==> src/rtl/pkg_tpu.sv <==
// Shared types for the TPU lane scalar-data transfer logic.
package pkg_tpu;

    typedef enum logic {
        SXFER_GATHER = 1'b0,
        SXFER_BCAST  = 1'b1
    } sxfer_dir_t;

    typedef enum logic [1:0] {
        ST_IDLE   = 2'd0,
        ST_BCAST  = 2'd1,
        ST_GATHER = 2'd2,
        ST_DONE   = 2'd3
    } sxfer_state_t;

    // Lane index width, never narrower than one bit.
    function automatic int unsigned lane_w(int unsigned n);
        return (n > 1) ? $clog2(n) : 1;
    endfunction

endpackage

==> src/rtl/lane_sdata_xfer_ctrl_if.sv <==
// Scalar-unit side of the lane scalar-data transfer: request port and gather stream.
interface lane_sdata_xfer_ctrl_if
    import pkg_tpu::*;
#(
    parameter int unsigned NUM_LANES  = 16,
    parameter int unsigned DATA_WIDTH = 32,
    parameter int unsigned LANE_W     = lane_w(NUM_LANES)
);
    logic                  I_Req_Valid;
    logic                  I_Req_Dir;
    logic [NUM_LANES-1:0]  I_Req_Mask;
    logic [DATA_WIDTH-1:0] I_Bcast_Data;
    logic                  O_Req_Ready;

    logic                  O_Gth_Valid;
    logic [DATA_WIDTH-1:0] O_Gth_Data;
    logic [LANE_W-1:0]     O_Gth_Lane;
    logic                  O_Gth_Last;
    logic                  I_Gth_Ready;

    modport master (
        output I_Req_Valid, I_Req_Dir, I_Req_Mask, I_Bcast_Data, I_Gth_Ready,
        input  O_Req_Ready, O_Gth_Valid, O_Gth_Data, O_Gth_Lane, O_Gth_Last
    );

    modport slave (
        input  I_Req_Valid, I_Req_Dir, I_Req_Mask, I_Bcast_Data, I_Gth_Ready,
        output O_Req_Ready, O_Gth_Valid, O_Gth_Data, O_Gth_Lane, O_Gth_Last
    );
endinterface

==> src/rtl/lane_prio_enc.sv <==
// Lowest-set-bit encoder over a lane mask, with any-set and single-bit-left flags.
module lane_prio_enc
    import pkg_tpu::*;
#(
    parameter int unsigned NUM_LANES = 16,
    parameter int unsigned LANE_W    = lane_w(NUM_LANES)
) (
    input  logic [NUM_LANES-1:0] vec,
    output logic [LANE_W-1:0]    idx,
    output logic                 any_set,
    output logic                 one_left
);
    always_comb begin
        idx     = '0;
        any_set = 1'b0;
        for (int unsigned i = 0; i < NUM_LANES; i++) begin
            if (vec[i] && !any_set) begin
                idx     = LANE_W'(i);
                any_set = 1'b1;
            end
        end
        one_left = any_set && ((vec & (vec - NUM_LANES'(1))) == '0);
    end
endmodule

==> src/rtl/lane_sdata_xfer_ctrl.sv <==
// Broadcast/gather sequencer between the scalar unit and the per-lane scalar data registers.
module lane_sdata_xfer_ctrl
    import pkg_tpu::*;
#(
    parameter int unsigned NUM_LANES  = 16,
    parameter int unsigned DATA_WIDTH = 32,
    parameter int unsigned LANE_W     = lane_w(NUM_LANES)
) (
    input  logic                            clock,
    input  logic                            reset,
    input  logic                            I_Stall,
    lane_sdata_xfer_ctrl_if.slave           bus,
    output logic [NUM_LANES-1:0]            O_SWe,
    output logic [DATA_WIDTH-1:0]           O_Scalar_Data,
    input  logic [NUM_LANES*DATA_WIDTH-1:0] I_Lane_SData,
    output logic                            O_Busy,
    output logic                            O_Done
);
    sxfer_state_t          state_q, state_d;
    logic [NUM_LANES-1:0]  mask_q, mask_d;
    logic [DATA_WIDTH-1:0] data_q, data_d;
    logic [LANE_W-1:0]     cur_lane;
    logic                  any_left, one_left;
    logic [DATA_WIDTH-1:0] lane_data;

    lane_prio_enc #(
        .NUM_LANES (NUM_LANES),
        .LANE_W    (LANE_W)
    ) u_prio_enc (
        .vec      (mask_q),
        .idx      (cur_lane),
        .any_set  (any_left),
        .one_left (one_left)
    );

    always_comb begin
        lane_data = '0;
        for (int unsigned i = 0; i < NUM_LANES; i++) begin
            if (cur_lane == LANE_W'(i))
                lane_data = I_Lane_SData[i*DATA_WIDTH +: DATA_WIDTH];
        end
    end

    always_ff @(posedge clock) begin
        if (reset) begin
            state_q <= ST_IDLE;
            mask_q  <= '0;
            data_q  <= '0;
        end else begin
            state_q <= state_d;
            mask_q  <= mask_d;
            data_q  <= data_d;
        end
    end

    always_comb begin
        state_d         = state_q;
        mask_d          = mask_q;
        data_d          = data_q;
        bus.O_Req_Ready = 1'b0;
        bus.O_Gth_Valid = 1'b0;
        bus.O_Gth_Data  = '0;
        bus.O_Gth_Lane  = '0;
        bus.O_Gth_Last  = 1'b0;
        O_SWe           = '0;
        O_Scalar_Data   = '0;
        O_Done          = 1'b0;

        unique case (state_q)
            ST_IDLE: begin
                bus.O_Req_Ready = ~I_Stall;
                if (bus.I_Req_Valid && !I_Stall) begin
                    mask_d = bus.I_Req_Mask;
                    data_d = bus.I_Bcast_Data;
                    // Direction is carried by the next state rather than a separate register.
                    if (bus.I_Req_Mask == '0)
                        state_d = ST_DONE;
                    else if (bus.I_Req_Dir == SXFER_BCAST)
                        state_d = ST_BCAST;
                    else
                        state_d = ST_GATHER;
                end
            end
            ST_BCAST: begin
                O_Scalar_Data = data_q;
                if (!I_Stall) begin
                    O_SWe   = mask_q;
                    state_d = ST_DONE;
                end
            end
            ST_GATHER: begin
                bus.O_Gth_Valid = ~I_Stall;
                bus.O_Gth_Data  = lane_data;
                bus.O_Gth_Lane  = cur_lane;
                bus.O_Gth_Last  = one_left;
                if (!any_left) begin
                    state_d = ST_DONE;
                end else if (!I_Stall && bus.I_Gth_Ready) begin
                    mask_d = mask_q & ~(NUM_LANES'(1) << cur_lane);
                    if (one_left)
                        state_d = ST_DONE;
                end
            end
            ST_DONE: begin
                if (!I_Stall) begin
                    O_Done  = 1'b1;
                    mask_d  = '0;
                    state_d = ST_IDLE;
                end
            end
            default: state_d = ST_IDLE;
        endcase
    end

    assign O_Busy = (state_q != ST_IDLE);

endmodule

==> src/flat_wrapper.sv <==
// flat-port wrapper written by rule: the top's interface ports become plain ports
module lane_sdata_xfer_ctrl_flat import pkg_tpu::*;
#(
    parameter int unsigned NUM_LANES  = 16,
    parameter int unsigned DATA_WIDTH = 32,
    parameter int unsigned LANE_W     = lane_w(NUM_LANES)
)
  (clock, reset, I_Stall, O_SWe, O_Scalar_Data, I_Lane_SData, O_Busy, O_Done, bus_I_Req_Valid, bus_I_Req_Dir, bus_I_Req_Mask, bus_I_Bcast_Data, bus_I_Gth_Ready, bus_O_Req_Ready, bus_O_Gth_Valid, bus_O_Gth_Data, bus_O_Gth_Lane, bus_O_Gth_Last);
  lane_sdata_xfer_ctrl_if #(.NUM_LANES(NUM_LANES), .DATA_WIDTH(DATA_WIDTH), .LANE_W(LANE_W)) bus_i ();
  input  logic clock;
  input  logic reset;
  input  logic I_Stall;
  output logic [NUM_LANES-1:0] O_SWe;
  output logic [DATA_WIDTH-1:0] O_Scalar_Data;
  input  logic [NUM_LANES*DATA_WIDTH-1:0] I_Lane_SData;
  output logic O_Busy;
  output logic O_Done;
  input wire logic [$bits(bus_i.I_Req_Valid)-1:0] bus_I_Req_Valid;
  input wire logic [$bits(bus_i.I_Req_Dir)-1:0] bus_I_Req_Dir;
  input wire logic [$bits(bus_i.I_Req_Mask)-1:0] bus_I_Req_Mask;
  input wire logic [$bits(bus_i.I_Bcast_Data)-1:0] bus_I_Bcast_Data;
  input wire logic [$bits(bus_i.I_Gth_Ready)-1:0] bus_I_Gth_Ready;
  output wire logic [$bits(bus_i.O_Req_Ready)-1:0] bus_O_Req_Ready;
  output wire logic [$bits(bus_i.O_Gth_Valid)-1:0] bus_O_Gth_Valid;
  output wire logic [$bits(bus_i.O_Gth_Data)-1:0] bus_O_Gth_Data;
  output wire logic [$bits(bus_i.O_Gth_Lane)-1:0] bus_O_Gth_Lane;
  output wire logic [$bits(bus_i.O_Gth_Last)-1:0] bus_O_Gth_Last;
  assign bus_i.I_Req_Valid = bus_I_Req_Valid;
  assign bus_i.I_Req_Dir = bus_I_Req_Dir;
  assign bus_i.I_Req_Mask = bus_I_Req_Mask;
  assign bus_i.I_Bcast_Data = bus_I_Bcast_Data;
  assign bus_i.I_Gth_Ready = bus_I_Gth_Ready;
  assign bus_O_Req_Ready = bus_i.O_Req_Ready;
  assign bus_O_Gth_Valid = bus_i.O_Gth_Valid;
  assign bus_O_Gth_Data = bus_i.O_Gth_Data;
  assign bus_O_Gth_Lane = bus_i.O_Gth_Lane;
  assign bus_O_Gth_Last = bus_i.O_Gth_Last;
  lane_sdata_xfer_ctrl #(.NUM_LANES(NUM_LANES), .DATA_WIDTH(DATA_WIDTH), .LANE_W(LANE_W)) u_core (.clock(clock), .reset(reset), .I_Stall(I_Stall), .bus(bus_i), .O_SWe(O_SWe), .O_Scalar_Data(O_Scalar_Data), .I_Lane_SData(I_Lane_SData), .O_Busy(O_Busy), .O_Done(O_Done));
endmodule
==> config.mk <==
export PLATFORM = sky130hd
export DESIGN_NAME = lane_sdata_xfer_ctrl_flat
export DESIGN_NICKNAME = d
export VERILOG_FILES = /design/src/rtl/pkg_tpu.sv /design/src/rtl/lane_sdata_xfer_ctrl_if.sv /design/src/rtl/lane_prio_enc.sv /design/src/rtl/lane_sdata_xfer_ctrl.sv /design/src/flat_wrapper.sv
export SDC_FILE = /design/constraint.sdc
export NUM_CORES = 1
export LEC_CHECK = 0
export CAP_MARGIN = 20
export CORE_AREA = 5 5 250 252
export CTS_BUF_LIST = sky130_fd_sc_hd__clkbuf_16
export CTS_CLUSTER_DIAMETER = 120
export DETAILED_ROUTE_END_ITERATION = 16
export DIE_AREA = 0 0 255 257
export PLACE_DENSITY = 0.4
export SLEW_MARGIN = 30
export SYNTH_ARGS = -nofsm -noshare
export SYNTH_HDL_FRONTEND = slang
export SYNTH_SLANG_ARGS = --single-unit
==> constraint.sdc <==
create_clock -name clock -period 7.3 [get_ports clock]
set_clock_uncertainty 0.1 [all_clocks]
set_input_delay 1.46 -clock clock [delete_from_list [all_inputs] [get_ports clock]]
set_output_delay 1.46 -clock clock [all_outputs]
set_load 0.02 [all_outputs]
### Word-level counts from Yosys, hierarchy flattened

Index checks and enable logic that the tools add are counted.
Widths: inputs -> output; s select.

* input bits: 566
* word-level logic and storage cells: 148
* register bits after elaboration: 50
* output and inout port bits: 89

* $add $sub $neg: 1
* bitwise gates (word level): 4
* mux-type cells: 71
* shifts and indexed selects: 1
* equal/unequal tests: 25
* reduce and logical (&&, ||, !) cells: 43

Operator list (count)
* $mux 32: 18
* $mux 16: 6
* $mux 4: 15
* $pmux 16 s3: 1
* $and 16x16->16: 2
* $eq 4x4->1 const B: 8
* $logic_not 16->1: 2
* $mux 1: 22
* $logic_and 1x1->1: 18
* $eq 4x3->1 const B: 4
* $logic_not 1->1: 16
* $mux 2: 8
* $not 16->16: 1
* $shl 1x4->16 const A: 1
* $sub 16x1->16 const B: 1
* $reduce_and 5->1: 2
* $eq 4x2->1 const B: 2
* $pmux 2 s4: 1
* $ne 2x1->1 const B: 3
* $ne 3x3->1 const B: 2
* $eq 2x2->1 const B: 2
* $eq 4x1->1 const B: 1
* $logic_not 4->1: 1
* $ne 2x2->1 const B: 2
* other kinds (6): 6

### Longest topological paths before layout

* word-level depth: 64
* mapped depth: 12

### Cells and area by module

From an unflattened synthesis, not the netlist that was laid out.

* cells, all modules: 1119
* area total of the unflattened synthesis: 7885.1 sq um

By module, submodules not included
* lane_sdata_xfer_ctrl: cells an instance 1064, area an instance 7524.7 sq um, instances 1
* lane_prio_enc: cells an instance 55, area an instance 360.3 sq um, instances 1

### Least setup slack after synthesis

No wires, ideal clock.

* kind: reg2out
* from: register u_core.mask_q[4]
* to: output port bus_O_Gth_Data[19]
* stages on the path, launching flop included: 10
* path buffers: 3
* data arrival time: 2.748 ns
* path slack: 2.992 ns
* data required time: 5.740 ns
* cell sequence: dfxtp_1 > or4_4 > buf_2 > nor4_2 > buf_2 > buf_2 > a221oi_1 > nand4_1 > nor2_1 > nor3_1

* longest elaborated chain between the ends: 53

Ends and longest elaborated chain
* from (decl): RTL line lane_sdata_xfer_ctrl.sv:20 `logic [NUM_LANES-1:0] mask_q, mask_d;`
* from (signal assigned): RTL line lane_sdata_xfer_ctrl.sv:51 `mask_q <= mask_d;`
* $logic_and 1x1->1 *: RTL line lane_prio_enc.sv:17 `if (vec[i] && !any_set) begin`
* $mux 1: RTL line lane_prio_enc.sv:17
* $logic_not 1->1: RTL line lane_prio_enc.sv:17
* $logic_and 1x1->1: RTL line lane_prio_enc.sv:17
* $mux 1: RTL line lane_prio_enc.sv:17
* $logic_not 1->1: RTL line lane_prio_enc.sv:17
* $logic_and 1x1->1: RTL line lane_prio_enc.sv:17
* $mux 1: RTL line lane_prio_enc.sv:17
* [... 23 more ...]
* $mux 1: RTL line lane_prio_enc.sv:17
* $logic_not 1->1: RTL line lane_prio_enc.sv:17
* $logic_and 1x1->1: RTL line lane_prio_enc.sv:17
* $mux 4 *: RTL line lane_prio_enc.sv:17
* $logic_not 4->1: RTL line lane_sdata_xfer_ctrl.sv:39 `if (cur_lane == LANE_W'(i))`
* $mux 32 (15 in a row): RTL line lane_sdata_xfer_ctrl.sv:39
* $mux 32 *: RTL line lane_sdata_xfer_ctrl.sv:39
* $mux 32 *: RTL line lane_sdata_xfer_ctrl.sv:69 `unique case (state_q)`
* to (decl): RTL line flat_wrapper.sv:25 `output wire logic [$bits(bus_i.O_Gth_Data)-1:0] bus_O_Gth_Data;`

Mark *: on every way between the ends. The rest lies on a longest branch, timed or not.

### Worst setup path in the final report

* from: register u_core.mask_q[5]
* to: output port bus_O_Gth_Data[14]

* longest elaborated chain between the ends: 50

Ends and longest elaborated chain (RTL line)
* $logic_and 1x1->1 *: lane_prio_enc.sv:17
* $mux 1: lane_prio_enc.sv:17
* $logic_not 1->1: lane_prio_enc.sv:17
* $logic_and 1x1->1: lane_prio_enc.sv:17
* $mux 1: lane_prio_enc.sv:17
* $logic_not 1->1: lane_prio_enc.sv:17
* $logic_and 1x1->1: lane_prio_enc.sv:17
* $mux 1: lane_prio_enc.sv:17
* [... 20 more ...]
* $mux 1: lane_prio_enc.sv:17
* $logic_not 1->1: lane_prio_enc.sv:17
* $logic_and 1x1->1: lane_prio_enc.sv:17
* $mux 4 *: lane_prio_enc.sv:17
* $logic_not 4->1: lane_sdata_xfer_ctrl.sv:39
* $mux 32 (15 in a row): lane_sdata_xfer_ctrl.sv:39
* $mux 32 *: lane_sdata_xfer_ctrl.sv:39
* $mux 32 *: lane_sdata_xfer_ctrl.sv:69

Marks and branches as above.

==> results_dict.tcl <==
set metrics [dict create \
    vdd.ir_drop.worst_mv 0.1395 \
    power-per-cell-area_nw_per_um2 345.3 \
    vias_in_the_first_global_route 11980 \
    cp_dominant_cell_by_count "sky130_fd_sc_hd__buf_4" \
    dr_drc_count 0 \
    finalWeightedCongestion 0.9310 \
    critical_path_required_ns 5.74 \
    setup_tns_ns 0 \
    max_slew.worst_pin.slew_ns 1.018 \
    met1Wirelength_mm 31.31 \
    ys.warnings.count 0 \
    die_area_um2 65540 \
    hold_path.class "reg2reg" \
    cpPeakStageDelay_ns 0.84 \
    detailedRoute.firstPassIterationCount 7 \
    cp_buf_inv_count 3 \
    drt_wl_total_mm 86.09 \
    fin_total_pwr_mw 4.985 \
    fin_nets 2197 \
    final_critical_path_setup_slack_ns 0.6363 \
    timing.max_cap.violations 0 \
    dp_worst_setup_slack_ns 1.052 \
    tritoncts "built" \
    synthesis.area_um2 6768 \
    final_count_of_negative_setup_slack_endpoints 0 \
    cells_along_the_critical_path "or4_4 > nor4_4 > buf_4 > a211o_1 > and3_1 > buf_4 > a211oi_1 > or3_1 > a21oi_1 > clkdlybuf4s50_1" \
    drt-initial-drc-count 901 \
    globalRouteOverflowTotal 0 \
    pin_count_of_the_biggest_net_entering_global_routing 52 \
    yosysSeqAreaShare_pct 14.79 \
    grt_antenna_before_repair 57 \
    cts_buffers 5 \
    highest_layer "met5" \
    clkLatencyLatePin_ns 0.30 \
    total_leakage_power_nw 4.923 \
    critical-path-slowest-cell "sky130_fd_sc_hd__clkdlybuf4s50_1" \
    area.growth.synth_to_final_pct 113.3 \
    track_usage_pct 24.39 \
    post_cts_resize_count 0 \
    layout_worst_path_cycle_share_pct 91.28 \
    timing_hold_violations_final 0 \
    multi_input_gate_area_in_the_final_layout_um2 5396 \
    port_buffers 654 \
    drt.antenna.violating_nets 0 \
    core_um2 59910 \
    detailroute.wirelength.met2_mm 42.28 \
    seqCellArea_um2 1001 \
    synth_ff_type "sky130_fd_sc_hd__dfxtp_1" \
    syn-instance-count 1030 \
    wire_length_of_the_first_global_routing_pass_mm 110.0 \
    floorplan.rows 90 \
    drive_gt1_share_pct 5.528 \
    initial_utilization_pct 11.30 \
    run_status "complete, no violations" \
    synth.avg_cell_area_um2 6.571 \
    buffer_cell_driving_the_clock_tree_root "sky130_fd_sc_hd__clkbuf_16" \
    asyncSetResetFlopFracSynth_pct 0 \
    synth_enable_flop_cells 0 \
    fmax_ghz 0.1501 \
    worstPathArrival_ns 5.10 \
    final-max-slew-violation-count 0 \
    crit_type "reg2out" \
    num_vias 11800 \
    fin_crit_ns 6.664 \
    post-cts-setup-buffers 0 \
    hpwlAfterDp_mm 73.30 \
    relSlewSlack_pct 31.97 \
    pin_count 655 \
    clk_pin_slew_ns 0.08 \
    met3_wirelength_mm 9.235 \
    cpLargestDelayFamily "simple AND/OR/NAND/NOR gates" \
    cts-htree-levels 2 \
    synthDistinctLibCells 71 \
    die_w_um 255 \
    floorplan.die.height_um 257 \
    cts-root-to-sink-buffers 2 \
    crit_path_end_kind "output pin" \
    rsz0062_at_grt "no" \
    synth_register_bits 50 \
    critPathLaunchType "register" \
    routed_via_density 4.861 \
    cts.sink_count 50 \
    ctsHoldBuffers 0 \
    hold_slack_ns 0.3510 \
    path_max_fanout 14 \
    routedWlPerCell_um 35.46 \
    postSynthNetCount 1600 \
    fillers 6679 \
]
-- metrics by stage --
| stage | util, % | area [um^2] | cells |
|---|---|---|---|
| detailed placement | 23.77 | 14240 | 2402 |
| global route | 24.08 | 14430 | 2424 |
| global placement | 23.73 | 14220 | 2401 |
| finish | 24.10 | 14440 | 2428 |
| floorplan | - | 6768 | 1030 |
| CTS | 24.02 | 14390 | 2410 |
-- worst reg2reg max path, delay by kind of cell (launching register included) --
kind | cells | cell delay (ns)
DFF | 1 | 0.43
AOI/OAI and AO/OA | 3 | 1.21
and+or+nand+nor | 4 | 1.44
-- layout make-up --
cell class | instances | area share (%)
Clock inverter | 3 | 0.1387
Timing Repair Buffer | 692 | 47.34
Clock buffer | 5 | 0.8666
Sequential cell | 50 | 6.933
Antenna cell | 18 | 0.3120
Tap cell | 782 | 6.777
Multi-Input combinational cell | 868 | 37.38
Inverter | 10 | 0.2600
-- power breakdown --
| part | switching (mW) | leakage [nW] | internal (mW) | total [mW] |
|---|---|---|---|---|
| Sequential | 0.101 | 0.409 | 0.329 | 0.430 |
| Clock | 0.126 | 0.0680 | 0.128 | 0.254 |
| Combinational | 2.80 | 4.45 | 1.50 | 4.30 |
| Total | 3.02 | 4.92 | 1.96 | 4.99 |
-- final timing paths --
path	endpoint	startpoint	cells past startpoint	slack, ns
hold / removal	u_core.data_q[3]	u_core.data_q[3]	2	0.35
setup reg to reg	u_core.mask_q[0]	u_core.mask_q[8]	7	3.99
hold reg to reg	u_core.data_q[3]	u_core.data_q[3]	2	0.35
setup / recovery	bus_O_Gth_Data[14]	u_core.mask_q[5]	10	0.64
-- synth_stat cells (5+ instances only) --
master                     count  area [um^2]
sky130_fd_sc_hd__nand2_1     117        439.2
sky130_fd_sc_hd__nor2_1      105        394.1
sky130_fd_sc_hd__a21oi_1     104        520.5
sky130_fd_sc_hd__clkbuf_1     80        300.3
sky130_fd_sc_hd__o21ai_0      78        390.4
sky130_fd_sc_hd__and2_1       50        312.8
sky130_fd_sc_hd__dfxtp_1      50         1001
sky130_fd_sc_hd__a221oi_1     47        411.6
sky130_fd_sc_hd__a22oi_1      43        322.8
sky130_fd_sc_hd__nand3_1      39        195.2
sky130_fd_sc_hd__a222oi_1     24        240.2
sky130_fd_sc_hd__a221o_1      22        220.2
sky130_fd_sc_hd__nor3_1       17        85.08
sky130_fd_sc_hd__o22ai_1      17        106.4
sky130_fd_sc_hd__buf_2        16        80.08
sky130_fd_sc_hd__nor4_1       16        100.1
sky130_fd_sc_hd__o221ai_1     14        122.6
sky130_fd_sc_hd__o211ai_1     12        90.09
sky130_fd_sc_hd__a21o_1       11        82.58
sky130_fd_sc_hd__a211oi_1     10        75.07
sky130_fd_sc_hd__a22o_1        9        78.83
sky130_fd_sc_hd__and3_1        9        56.30
sky130_fd_sc_hd__nand4_1       9        56.30
sky130_fd_sc_hd__inv_1         8        30.03
sky130_fd_sc_hd__nand2b_1      7        43.79
sky130_fd_sc_hd__nor2b_1       7        43.79
sky130_fd_sc_hd__or3_1         7        43.79
sky130_fd_sc_hd__o221a_2       6        67.56
sky130_fd_sc_hd__o31ai_1       6        45.04
sky130_fd_sc_hd__a211o_1       5        43.79
-- layout by cell type (no fill, tap or decap), types with 6 or more instances in the layout --
cell,Yosys,final
sky130_fd_sc_hd__a211oi_1,10,10
sky130_fd_sc_hd__a21o_1,11,11
sky130_fd_sc_hd__a21oi_1,104,104
sky130_fd_sc_hd__a221o_1,22,22
sky130_fd_sc_hd__a221oi_1,47,47
sky130_fd_sc_hd__a222oi_1,24,24
sky130_fd_sc_hd__a22o_1,9,9
sky130_fd_sc_hd__a22oi_1,43,43
sky130_fd_sc_hd__and2_1,50,49
sky130_fd_sc_hd__and3_1,9,7
sky130_fd_sc_hd__buf_4,3,41
sky130_fd_sc_hd__clkdlybuf4s50_1,0,650
sky130_fd_sc_hd__dfxtp_1,50,50
sky130_fd_sc_hd__diode_2,0,18
sky130_fd_sc_hd__inv_1,8,8
sky130_fd_sc_hd__nand2_1,117,116
sky130_fd_sc_hd__nand2b_1,7,7
sky130_fd_sc_hd__nand3_1,39,37
sky130_fd_sc_hd__nand4_1,9,9
sky130_fd_sc_hd__nor2_1,105,104
sky130_fd_sc_hd__nor2b_1,7,6
sky130_fd_sc_hd__nor3_1,17,17
sky130_fd_sc_hd__nor4_1,16,15
sky130_fd_sc_hd__o211ai_1,12,12
sky130_fd_sc_hd__o21ai_0,78,78
sky130_fd_sc_hd__o221a_2,6,6
sky130_fd_sc_hd__o221ai_1,14,14
sky130_fd_sc_hd__o22ai_1,17,17
sky130_fd_sc_hd__o31ai_1,6,6
sky130_fd_sc_hd__or3_1,7,6
-- cells by family after synthesis --
kind of cell | after synthesis | synth area share (%)
compound gates | 451 | 47.07
simple gates | 409 | 30.01
flops | 50 | 14.79
fa+ha+maj | 5 | 0.8874
mux | 3 | 0.4622
buf+inv | 112 | 6.785
-- layer usage --
metal / up-vias / global-route usage [%]
met5: - / 0
met4: 52 / 8.190
met3: 130 / 10.14
met2: 651 / 42.73
met1: 5730 / 26.50
li1: 5239 / -
-- registers in the layout (all words and copies together) (netlist names) --
name and count:
u_core.state_q 2, u_core.mask_q 16, u_core.data_q 32
No activity file was read; power rests on OpenSTA's default activity.
